## config.mk

```make
export PLATFORM = sky130hd
export DESIGN_NAME = uart_word_tx
export DESIGN_NICKNAME = d
export VERILOG_FILES = /design/src/rtl/uart_word_tx_pkg.sv /design/src/rtl/uart_baud_tick.sv /design/src/rtl/uart_word_tx.sv
export SDC_FILE = /design/constraint.sdc
export NUM_CORES = 1
export LEC_CHECK = 0
export CAP_MARGIN = 20
export CORE_ASPECT_RATIO = 1.4
export CORE_UTILIZATION = 32
export CTS_CLUSTER_SIZE = 20
export DETAILED_ROUTE_END_ITERATION = 7
export GPL_TIMING_DRIVEN = 0
export PLACE_DENSITY_LB_ADDON = 0.3
export SETUP_SLACK_MARGIN = 0.1
export SYNTH_ARGS = -nofsm -noshare
export SYNTH_HDL_FRONTEND = slang
export SYNTH_HIERARCHICAL = 1
export SYNTH_SLANG_ARGS = --single-unit
```

## constraint.sdc

```tcl
create_clock -name clk -period 6.3 [get_ports clk]
set_input_delay 1.26 -clock clk [delete_from_list [all_inputs] [get_ports clk]]
set_output_delay 1.26 -clock clk [all_outputs]
set_load 0.01 [all_outputs]
```

## src/rtl/uart_word_tx_pkg.sv

```systemverilog
// rtl/uart_word_tx_pkg.sv - shared UART definitions: states, frame sizes, byte selection
package uart_word_tx_pkg;

   localparam int UART_BITS            = 8;
   localparam int WORD_BYTES           = 4;
   localparam int DEFAULT_CLKS_PER_BIT = 868;

   typedef enum logic [2:0] {
      IDLE  = 3'd0,
      START = 3'd1,
      DATA  = 3'd2,
      STOP  = 3'd3,
      DONE  = 3'd4
   } uart_state_t;

   // Byte idx of the word in transmission order; msb_first picks the [31:24] end first.
   function automatic logic [7:0] byte_sel(input logic [31:0] word,
                                           input logic [1:0]  idx,
                                           input bit          msb_first);
      logic [1:0] pos;
      pos = msb_first ? (2'd3 - idx) : idx;
      return word[8*pos +: 8];
   endfunction

endpackage

```

## src/rtl/uart_baud_tick.sv

```systemverilog
// rtl/uart_baud_tick.sv - baud timer: one bit_tick every CLKS_PER_BIT cycles, restartable by clr
module uart_baud_tick
   import uart_word_tx_pkg::*;
#(
   parameter int CLKS_PER_BIT = DEFAULT_CLKS_PER_BIT
) (
   input  logic clk,
   input  logic rst,
   input  logic clr,
   output logic bit_tick
);

   localparam int CNT_W = $clog2(CLKS_PER_BIT);

   logic [CNT_W-1:0] cnt_q;
   logic             wrap;

   assign wrap     = (cnt_q == CNT_W'(CLKS_PER_BIT - 1));
   assign bit_tick = wrap && !clr;

   always_ff @(posedge clk or posedge rst) begin
      if (rst) begin
         cnt_q <= '0;
      end else if (clr || wrap) begin
         cnt_q <= '0;
      end else begin
         cnt_q <= cnt_q + 1'b1;
      end
   end

endmodule

```

## src/rtl/uart_word_tx.sv

```systemverilog
// rtl/uart_word_tx.sv - sends one 32-bit word as four back-to-back UART 8N1 frames
module uart_word_tx
   import uart_word_tx_pkg::*;
#(
   parameter int CLKS_PER_BIT = DEFAULT_CLKS_PER_BIT,
   parameter bit MSB_BYTE_1ST = 1'b1
) (
   input  logic        clk,
   input  logic        rst,
   input  logic        tx_start,
   input  logic [31:0] tx_data,
   output logic        tx,
   output logic        busy,
   output logic        tx_dataready
);

   uart_state_t state_q, state_d;
   logic [31:0] word_q, word_d;
   logic [2:0]  bit_idx_q, bit_idx_d;
   logic [1:0]  byte_idx_q, byte_idx_d;
   logic [7:0]  cur_byte;
   logic        tx_q, tx_d;
   logic        bit_tick;

   // Held clear while idle so the start bit gets a full period from acceptance.
   uart_baud_tick #(
      .CLKS_PER_BIT(CLKS_PER_BIT)
   ) u_baud (
      .clk     (clk),
      .rst     (rst),
      .clr     (state_q == IDLE),
      .bit_tick(bit_tick)
   );

   always_comb begin
      state_d    = state_q;
      word_d     = word_q;
      bit_idx_d  = bit_idx_q;
      byte_idx_d = byte_idx_q;
      tx_d       = 1'b1;
      cur_byte   = 8'h00;

      case (state_q)
         IDLE: begin
            if (tx_start) begin
               state_d    = START;
               word_d     = tx_data;
               bit_idx_d  = 3'd0;
               byte_idx_d = 2'd0;
            end
         end
         START: begin
            if (bit_tick) begin
               state_d   = DATA;
               bit_idx_d = 3'd0;
            end
         end
         DATA: begin
            if (bit_tick) begin
               if (bit_idx_q == 3'(UART_BITS - 1)) begin
                  state_d = STOP;
               end else begin
                  bit_idx_d = bit_idx_q + 3'd1;
               end
            end
         end
         STOP: begin
            if (bit_tick) begin
               if (byte_idx_q == 2'(WORD_BYTES - 1)) begin
                  state_d = DONE;
               end else begin
                  byte_idx_d = byte_idx_q + 2'd1;
                  state_d    = START;
               end
            end
         end
         DONE: begin
            state_d = IDLE;
         end
         default: begin
            state_d = IDLE;
         end
      endcase

      // Line level is computed from the next state so tx can be a plain register.
      cur_byte = byte_sel(word_d, byte_idx_d, MSB_BYTE_1ST);
      case (state_d)
         START:   tx_d = 1'b0;
         DATA:    tx_d = cur_byte[bit_idx_d];
         default: tx_d = 1'b1;
      endcase
   end

   always_ff @(posedge clk or posedge rst) begin
      if (rst) begin
         state_q    <= IDLE;
         word_q     <= '0;
         bit_idx_q  <= '0;
         byte_idx_q <= '0;
         tx_q       <= 1'b1;
      end else begin
         state_q    <= state_d;
         word_q     <= word_d;
         bit_idx_q  <= bit_idx_d;
         byte_idx_q <= byte_idx_d;
         tx_q       <= tx_d;
      end
   end

   assign tx           = tx_q;
   assign busy         = (state_q == START) || (state_q == DATA) || (state_q == STOP);
   assign tx_dataready = (state_q == DONE);

endmodule

```

# [Word level (Yosys, flattened, before mapping)]
# Index checks and enable logic that the tools add are counted.
[word_totals] ff_bits=51 in_bits=35 elab_cells=49
[classes] addsub=4 magnitude_cmp=1 n_eq_ne=9 n_shift=1 n_mux=22 n_reduce_logical=6
[ops] operator="32-bit two-way mux" n=2
[ops] operator="32-bit by 6-bit indexed part select with 8-bit output" n=1
[ops] operator="3-bit two-way mux" n=10
[ops] operator="3-bit case mux with 4 select lines" n=1
[ops] operator="10-bit by 1-bit adder with 10-bit output (second input constant)" n=1
[ops] operator="10-bit == test (second input constant)" n=1
[ops] operator="10-bit two-way mux" n=1
[ops] operator="3-bit by 2-bit == test with 1-bit output (second input constant)" n=3
[ops] operator="3-bit case mux with 3 select lines" n=1
[ops] operator="3-bit by 1-bit == test with 1-bit output (second input constant)" n=2
[ops] operator="3-bit == test (second input constant)" n=2
[ops] operator="2-bit two-way mux" n=3
[ops] operator="3-bit by 4-bit < comparator with 1-bit output (second input constant)" n=1
[ops] operator="2-bit case mux with 2 select lines" n=1
[ops] operator="3-bit by 1-bit adder with 3-bit output (second input constant)" n=1
[ops] operator="1-bit binary-select mux with 3-bit select" n=1
[ops] operator="3-bit logical NOT" n=1
[ops] operator="1-bit logical OR" n=3
[ops] operator="2-bit by 1-bit adder with 2-bit output (second input constant)" n=1
[ops] operator="2-bit == test (second input constant)" n=1
[ops] operator="1-bit case mux with 2 select lines" n=1
[ops] operator="2-bit subtractor (first input constant)" n=1
[ops] operator="1-bit logical AND" n=1
[ops] operator="1-bit logical NOT" n=1
[ops] operator="1-bit two-way mux" n=1

# [Logic depth before layout (Yosys ltp)]
[logic_depth] ltp_word=10 mapped_depth=13 ltp_nobuf=12

# [Cells and area by module]
# The synthesis kept the hierarchy.
[by_module_without_submodules] mod="uart_word_tx" instances=1 cells_each=212 area_each_um2=2163.3
[by_module_without_submodules] mod="uart_baud_tick" instances=1 cells_each=55 area_each_um2=558.0

# [Least setup slack after synthesis]
# OpenSTA, ideal clock, no wires.
[synth_timing] kind="flip-flop to flip-flop" start="reg u_baud.cnt_q[0]" end="reg tx_q (netlist: tx)" setup_time_ps=82 arrival_ps=2978 t_required_ps=6218 setup_slack_ps=3240 stages_incl_launch_ff=13 path_buffers=0 synth_period_minus_slack_ps=3060 cell_sequence="dfrtp_1 ha_1 and4bb_1 nand4_1 nor2_1 a21bo_2 a221o_1 a21oi_4 inv_4 or3_1 a31o_1 a211oi_2 nor4_1"
[synth_rtl] element="start: declaration" line="uart_baud_tick.sv:15" rtl="logic [CNT_W-1:0] cnt_q;"
[synth_rtl] element="start signal: assignment" line="uart_baud_tick.sv:27" rtl="cnt_q <= cnt_q + 1'b1;"
[synth_rtl] element="10-bit == test *" line="uart_baud_tick.sv:18" rtl="assign wrap = (cnt_q == CNT_W'(CLKS_PER_BIT - 1));"
[synth_rtl] element="1-bit logical AND *" line="uart_baud_tick.sv:19" rtl="assign bit_tick = wrap && !clr;"
[synth_rtl] element="net bit_tick" line="uart_word_tx.sv:23" rtl="logic bit_tick;"
[synth_rtl] element="3-bit two-way mux (on tied branches)" line="uart_word_tx.sv:59, uart_word_tx.sv:53"
[synth_rtl] element="3-bit case mux with 3 select lines *" line="uart_word_tx.sv:43" rtl="case (state_q)"
[synth_rtl] element="net bit_idx_d[1]" line="uart_word_tx.sv:19" rtl="logic [2:0] bit_idx_q, bit_idx_d;"
[synth_rtl] element="1-bit binary-select mux with 3-bit select *" line="uart_word_tx.sv:89" rtl="DATA: tx_d = cur_byte[bit_idx_d];"
[synth_rtl] element="1-bit two-way mux (not written as such) *" line="uart_word_tx.sv:89"
[synth_rtl] element="1-bit case mux with 2 select lines *" line="uart_word_tx.sv:87" rtl="case (state_d)"
[synth_rtl] element="net tx_d" line="uart_word_tx.sv:22" rtl="logic tx_q, tx_d;"
[synth_rtl] element="end signal: assignment" line="uart_word_tx.sv:106" rtl="tx_q <= tx_d;"
[synth_rtl] element="end: declaration" line="uart_word_tx.sv:22"
# Mark *: on every way through the listed nets, which the timed path passes. The rest lies on a longest branch. The select of a mux whose other input is x is not followed.

# [Final worst setup path]
# Ends and elaborated chain as after synthesis.

==> impl_metrics.py <==
metrics = {
    "cells_and_area": {
        "multi_input_area_um2": 1340,
        "fillers": 819,
        "layout_commonest_cell": "dfrtp_1",
        "final_area_um2": 3390,
        "n_antenna_cell": 0,
        "nets": 348,
        "area_delta_synth_final_pct": 24.7,
        "final_cell_mix": "50 x dfrtp_1, 47 x nand2_1, 37 x clkdlybuf4s50_1",
        "drive_gt1_share_pct": 19.9,
        "seqCellArea_um2": 1280,
    },
    "drt": {
        "viasPerCell": 5.12,
        "vias": 2119,
        "drt_iter0_markers": 88,
        "ant_nets": 0,
        "route.detailed.drc": 0,
        "first_pass_iters": 4,
        "routedWlPerCell_um": 14.4,
        "wirelength_um": 5960,
    },
    "timing": {
        "worst_pin_slew_ps": 832,
        "fmax_ghz": 0.274,
        "period_share_pct": 57.9,
        "drv_slew": 0,
        "fin_skew_ps": 8.97,
        "setup_viol": 0,
        "final-hold-violation-count": 0,
        "fin_crit_ps": 3650,
        "rsz0062_at_grt": "no",
        "relSlewSlack_pct": 44.5,
        "fin_setup_tns_ps": 0,
    },
    "setup_path": {
        "cp_max_fo": 10,
        "crit_type": "reg2reg",
        "required_ps": 6490,
        "cp-start-kind": "register",
        "regToRegSetupSlack_ps": 2650,
        "critical_path_arrival_ps": 3830,
        "crit_path_end_kind": "register",
    },
    "place": {
        "postPlaceCellArea_um2": 3220,
        "place_congestion": 0.800,
        "place.port_buffers": 37,
        "dpl.hpwl_um": 4390,
    },
    "global_route": {
        "grt_pass1_wl_um": 9910,
        "grt_max_degree": 42,
        "overflow": 0,
        "antenna_found_initial": 0,
        "grt_pass1_vias": 2115,
        "grt_usage_pct": 14.2,
    },
    "die": {
        "die_area_um2": 8880,
        "start_util_pct": 33.2,
        "die_width_um": 79.9,
        "coreArea_um2": 8200,
        "die_y_um": 111,
        "num_rows": 39,
        "io_pins": 38,
    },
    "synthesis": {
        "synth_edf_count": 0,
        "syn-mean-instance-area_um2": 10.2,
        "ys_seq_area_share_pct": 46.9,
        "syn-instance-count": 267,
        "ys_types": 64,
        "ys.flop_type": "dfrtp_1",
        "synth-simple-area-share_pct": 22.4,
        "synth_xor_area_share_pct": 0.966,
        "syn_nets": 304,
        "synth_mux_area_share_pct": 9.70,
        "yosys_warnings": 6,
        "synth-adder-area-share_pct": 0.920,
        "async_reset_ff_share_pct": 100,
        "synth_compound_area_share_pct": 15.1,
        "syn_area_um2": 2720,
        "ys_ff_latch": 51,
        "synth_top_family_by_area": "simple AND/OR/NAND/NOR gates",
    },
    "clocking": {
        "cts_buffers": 5,
        "htreeDepth": 2,
        "clock_sinks": 51,
        "cts_root_buf": "clkbuf_16",
        "cts_buffer_depth": 2,
        "cts_hold_buf": 0,
        "insertion_delay_ps": 290,
        "post_cts_buffers": 0,
        "clkSlewWorstSetupHoldPaths_ps": 70,
        "cts_tree": "done",
        "cts_resized": 0,
    },
    "run_status": {
        "status": "completed",
    },
    "power_and_ir_drop": {
        "p_per_area_nw_per_um2": 206,
        "p_leak_uw": 0.00148,
        "peakVddDrop_mv": 0.115,
    },
    "run": {
        "drv_cap": 0,
    },
    "worst_hold_path": {
        "hold_path_class": "reg2reg",
    },
}
-- worst paths after layout --
check                                           from                   endpoint  depth (start not counted)
max in group asynchronous                        rst       word_q[22]$_DFF_PP0_                          2
hold reg to reg                  word_q[4]$_DFF_PP0_        word_q[4]$_DFF_PP0_                          2
setup / recovery           u_baud/cnt_q[0]$_DFF_PP0_               tx$_DFF_PP1_                         12
setup reg to reg           u_baud/cnt_q[0]$_DFF_PP0_               tx$_DFF_PP1_                         12
hold / removal                   word_q[4]$_DFF_PP0_        word_q[4]$_DFF_PP0_                          2
min in group asynchronous                        rst  u_baud/cnt_q[2]$_DFF_PP0_                          2
-- power by group --
| group | switching (uW) | internal [uW] | leakage, uW |
|---|---|---|---|
| combinational | 18.1 | 27.8 | 0.000741 |
| sequential | 2.69 | 338 | 0.000649 |
| clock | 114 | 197 | 0.0000868 |
| total | 135 | 563 | 0.00148 |
-- critical path: stages (launching register included) --
cell and delay [ps]:
dfrtp_1 440, ha_1 300, and4bb_1 270, nand4_1 100, nor2_1 440, a21bo_2 280
a221o_1 370, a21oi_4 310, inv_4 130, mux2i_1 190, o31ai_1 310, a211oi_2 110
nor4_1 290
-- cell families (layout without fill, tap and decap cells) --
family / Yosys count / count (layout)
and+or+nand+nor: 115 / 115
AOI/OAI and AO/OA: 52 / 52
xor gates and xnor gates: 3 / 3
DFF: 51 / 51
adders and majority gates: 2 / 2
muxes: 24 / 24
buffers and inverters: 20 / 65
-- per-stage QoR --
stage | total power (uW) | setup WS (ps) | instances | util (%) | hold WS [ps]
6_report | 698 | 2650 | 414 | 41.4 | 472
3_3_place_gp | 392 | 2510 | 406 | 39.3 | 453
4_1_cts | 708 | 2660 | 414 | 41.4 | 478
2_1_floorplan | 366 | 3240 | 267 | - | 434
5_1_grt | 726 | 2420 | 414 | 41.4 | 508
3_5_place_dp | 393 | 2490 | 406 | 39.3 | 461
-- cells in the mapped netlist, types with 4 or more instances --
master / instances / area share, %
nand2_1: 47 / 6.5
a21oi_1: 9 / 1.7
mux2i_1: 5 / 1.8
inv_1: 7 / 0.97
nor3_1: 9 / 1.7
nor2_2: 4 / 0.92
nand3_1: 5 / 0.92
or3_1: 8 / 1.8
nor2_1: 11 / 1.5
o21ai_0: 9 / 1.7
buf_2: 4 / 0.74
mux2_2: 18 / 7.4
dfrtp_1: 50 / 46
a21oi_2: 4 / 1.3
-- area by class of cell --
cell class	instances	share of cell area [%]
multi-input cells	196	39.3
flip-flops and latches	51	37.6
inverters	10	1.18
clock inverters	2	1.03
plain buffers	10	2.03
well taps	102	3.76
clock buffers	6	4.09
repair buffers	37	10.9
-- sequential cells by signal, summed over array words and instances (netlist names) --
name	cells
bit_idx_q	3
byte_idx_q	2
state_q	3
tx	1
u_baud/cnt_q	10
word_q	32
-- layer usage --
layer	GRT usage [%]	part of all wire (%)	vias to the layer above
met5	0	0	-
met4	4.88	2.4	0
met1	17.3	43	1027
li1	-	-	1040
met3	2.72	3.8	13
met2	24.5	50	39
No activity file was read; power rests on OpenSTA's default activity.
==> RTL edit: new RTL, config.mk and constraints unchanged <==
Reset style: synchronous (`rst`), changed in 2 clocked blocks.
--- a/src/rtl/uart_baud_tick.sv
+++ b/src/rtl/uart_baud_tick.sv
@@ -19,5 +19,5 @@
    assign bit_tick = wrap && !clr;
 
-   always_ff @(posedge clk or posedge rst) begin
+   always_ff @(posedge clk) begin
       if (rst) begin
          cnt_q <= '0;
--- a/src/rtl/uart_word_tx.sv
+++ b/src/rtl/uart_word_tx.sv
@@ -92,5 +92,5 @@
    end
 
-   always_ff @(posedge clk or posedge rst) begin
+   always_ff @(posedge clk) begin
       if (rst) begin
          state_q    <= IDLE;
Check against the original RTL: differs if rst is asserted again (counterexample within 4 cycles, from zero or initial values and one cycle with rst high); with rst held inactive, the same outputs for 10 cycles.
==> RTL edit against the original RTL <==
- via count rose by 4.9%
- sequential power rose by 1%
- count of clock-buffer cells in the layout did not move
- combinational power rose by 78%
- wire length fell by 3.1%
- hold slack got worse by 0.015 ns
- critical path depth did not move
- setup slack improved by 0.051 ns
- cell area fell by 8.4%
- sequential cell count did not move
- total power fell by 4.3%
- die area fell by 8.1%
- area after synthesis fell by 8.3%
- largest cell class unchanged
- largest power group unchanged
==> RTL edit: results (changes against the original RTL) <==
RUN_STATUS='completed'  # unchanged
CLOCK_INSERTION_DELAY_WORST_SKEW_NS=0.31  # was 0.29 ns
POWER.COMBINATIONAL.TOTAL_mW=0.0819  # was 0.0459 mW
GRT_FIRST_PASS_WIRELENGTH_UM=9890  # was 9910 µm
SYN-INSTANCE-COUNT=303  # was 267
COUNT_OF_PLACED_STANDARD_CELLS_INCLUDING_TAPS=437  # was 406
CRITICAL_PATH.REG2REG.STARTPOINT='u_baud/cnt_q[3]'  # was u_baud/cnt_q[0]
END_POINT_OF_THE_WORST_HOLD_PATH='word_q[1]'  # was word_q[4]
DETAIL_ROUTE.WIRELENGTH_UM=5780  # was 5960 µm
POWER.SHARE.SWITCHING_PCT=23.7  # was 19.4%
FINALCLOCKSKEW_NS=0.00977  # was 0.00897 ns
WORST_HOLD_CHECK_SLACK_NS=0.457  # was 0.472 ns
N_ALL_BUFFERS=56  # was 47
REG2REG_TO='tx'  # unchanged
GRT_START_MAX_NET_PINS=17  # was 42
SLOWEST_STAGE='sky130_fd_sc_hd__nor4b_1'  # was sky130_fd_sc_hd__dfrtp_1
DIE_WIDTH_UM=76.6  # was 79.9 µm
MUXSHAREOFSYNTHAREA_PCT=9.57  # was 9.70%
DR.FIRST_ITER.DRC_COUNT=80  # was 88
CP_TOP_FAMILY='simple AND/OR/NAND/NOR gates'  # was compound AO/OA/AOI/OAI gates
POWERDENSITY_mW_PER_MM2=215  # was 206 mW/mm²
WIRELENGTH_MET1_UM=2430  # was 2580 µm
SYNTH-XOR-AREA-SHARE_PCT=2.11  # was 0.966%
COMB.MULTI_INPUT.COUNT=228  # was 196
FIRST_GLOBAL_VIAS=2210  # was 2115
YS_TOP_CELLS_BY_AREA='sky130_fd_sc_hd__dfxtp_1 41%, sky130_fd_sc_hd__nand2_1 11%, sky130_fd_sc_hd__a21oi_1 7.2%'  # was sky130_fd_sc_hd__dfrtp_1 46%, sky130_fd_sc_hd__mux2_2 7.4%, sky130_fd_sc_hd__nand2_1 6.5%
YS_ASYNC_SR_FRACTION_PCT=0  # was 100%
GRT_UTIL_MET1_PCT=16.6  # was 17.3%
LAYOUT.NETS=384  # was 348
RTL edit: cell count changes after synthesis, sizes merged, moves of 5 or more:
cell and change:
mux2 -15, nand2 +25, clkbuf +10, dfrtp -50, or3 -5, dfxtp +51, a21oi +22, inv -5
nor2 +5, mux2i +6
RTL edit: worst reg2reg max path, delay by kind of cell (launching register included):
family,cells,cell delay (ns)
buf+inv,2,0.38
simple gates,5,1.21
compound gates,2,0.65
flops,1,0.37
mux,3,0.87
RTL edit: how the worst max path moves through the flow:
stage                     to            start  slack, ns  depth (start not counted)
final                     tx  u_baud/cnt_q[3]       2.70                         12
after global routing      tx  u_baud/cnt_q[3]       2.48                         12
after CTS                 tx  u_baud/cnt_q[3]       2.70                         12
after detailed placement  tx         tx_start       2.51                          8
after global placement    tx         tx_start       2.53                          8
after floorplan           tx  u_baud/cnt_q[3]       3.25                         12
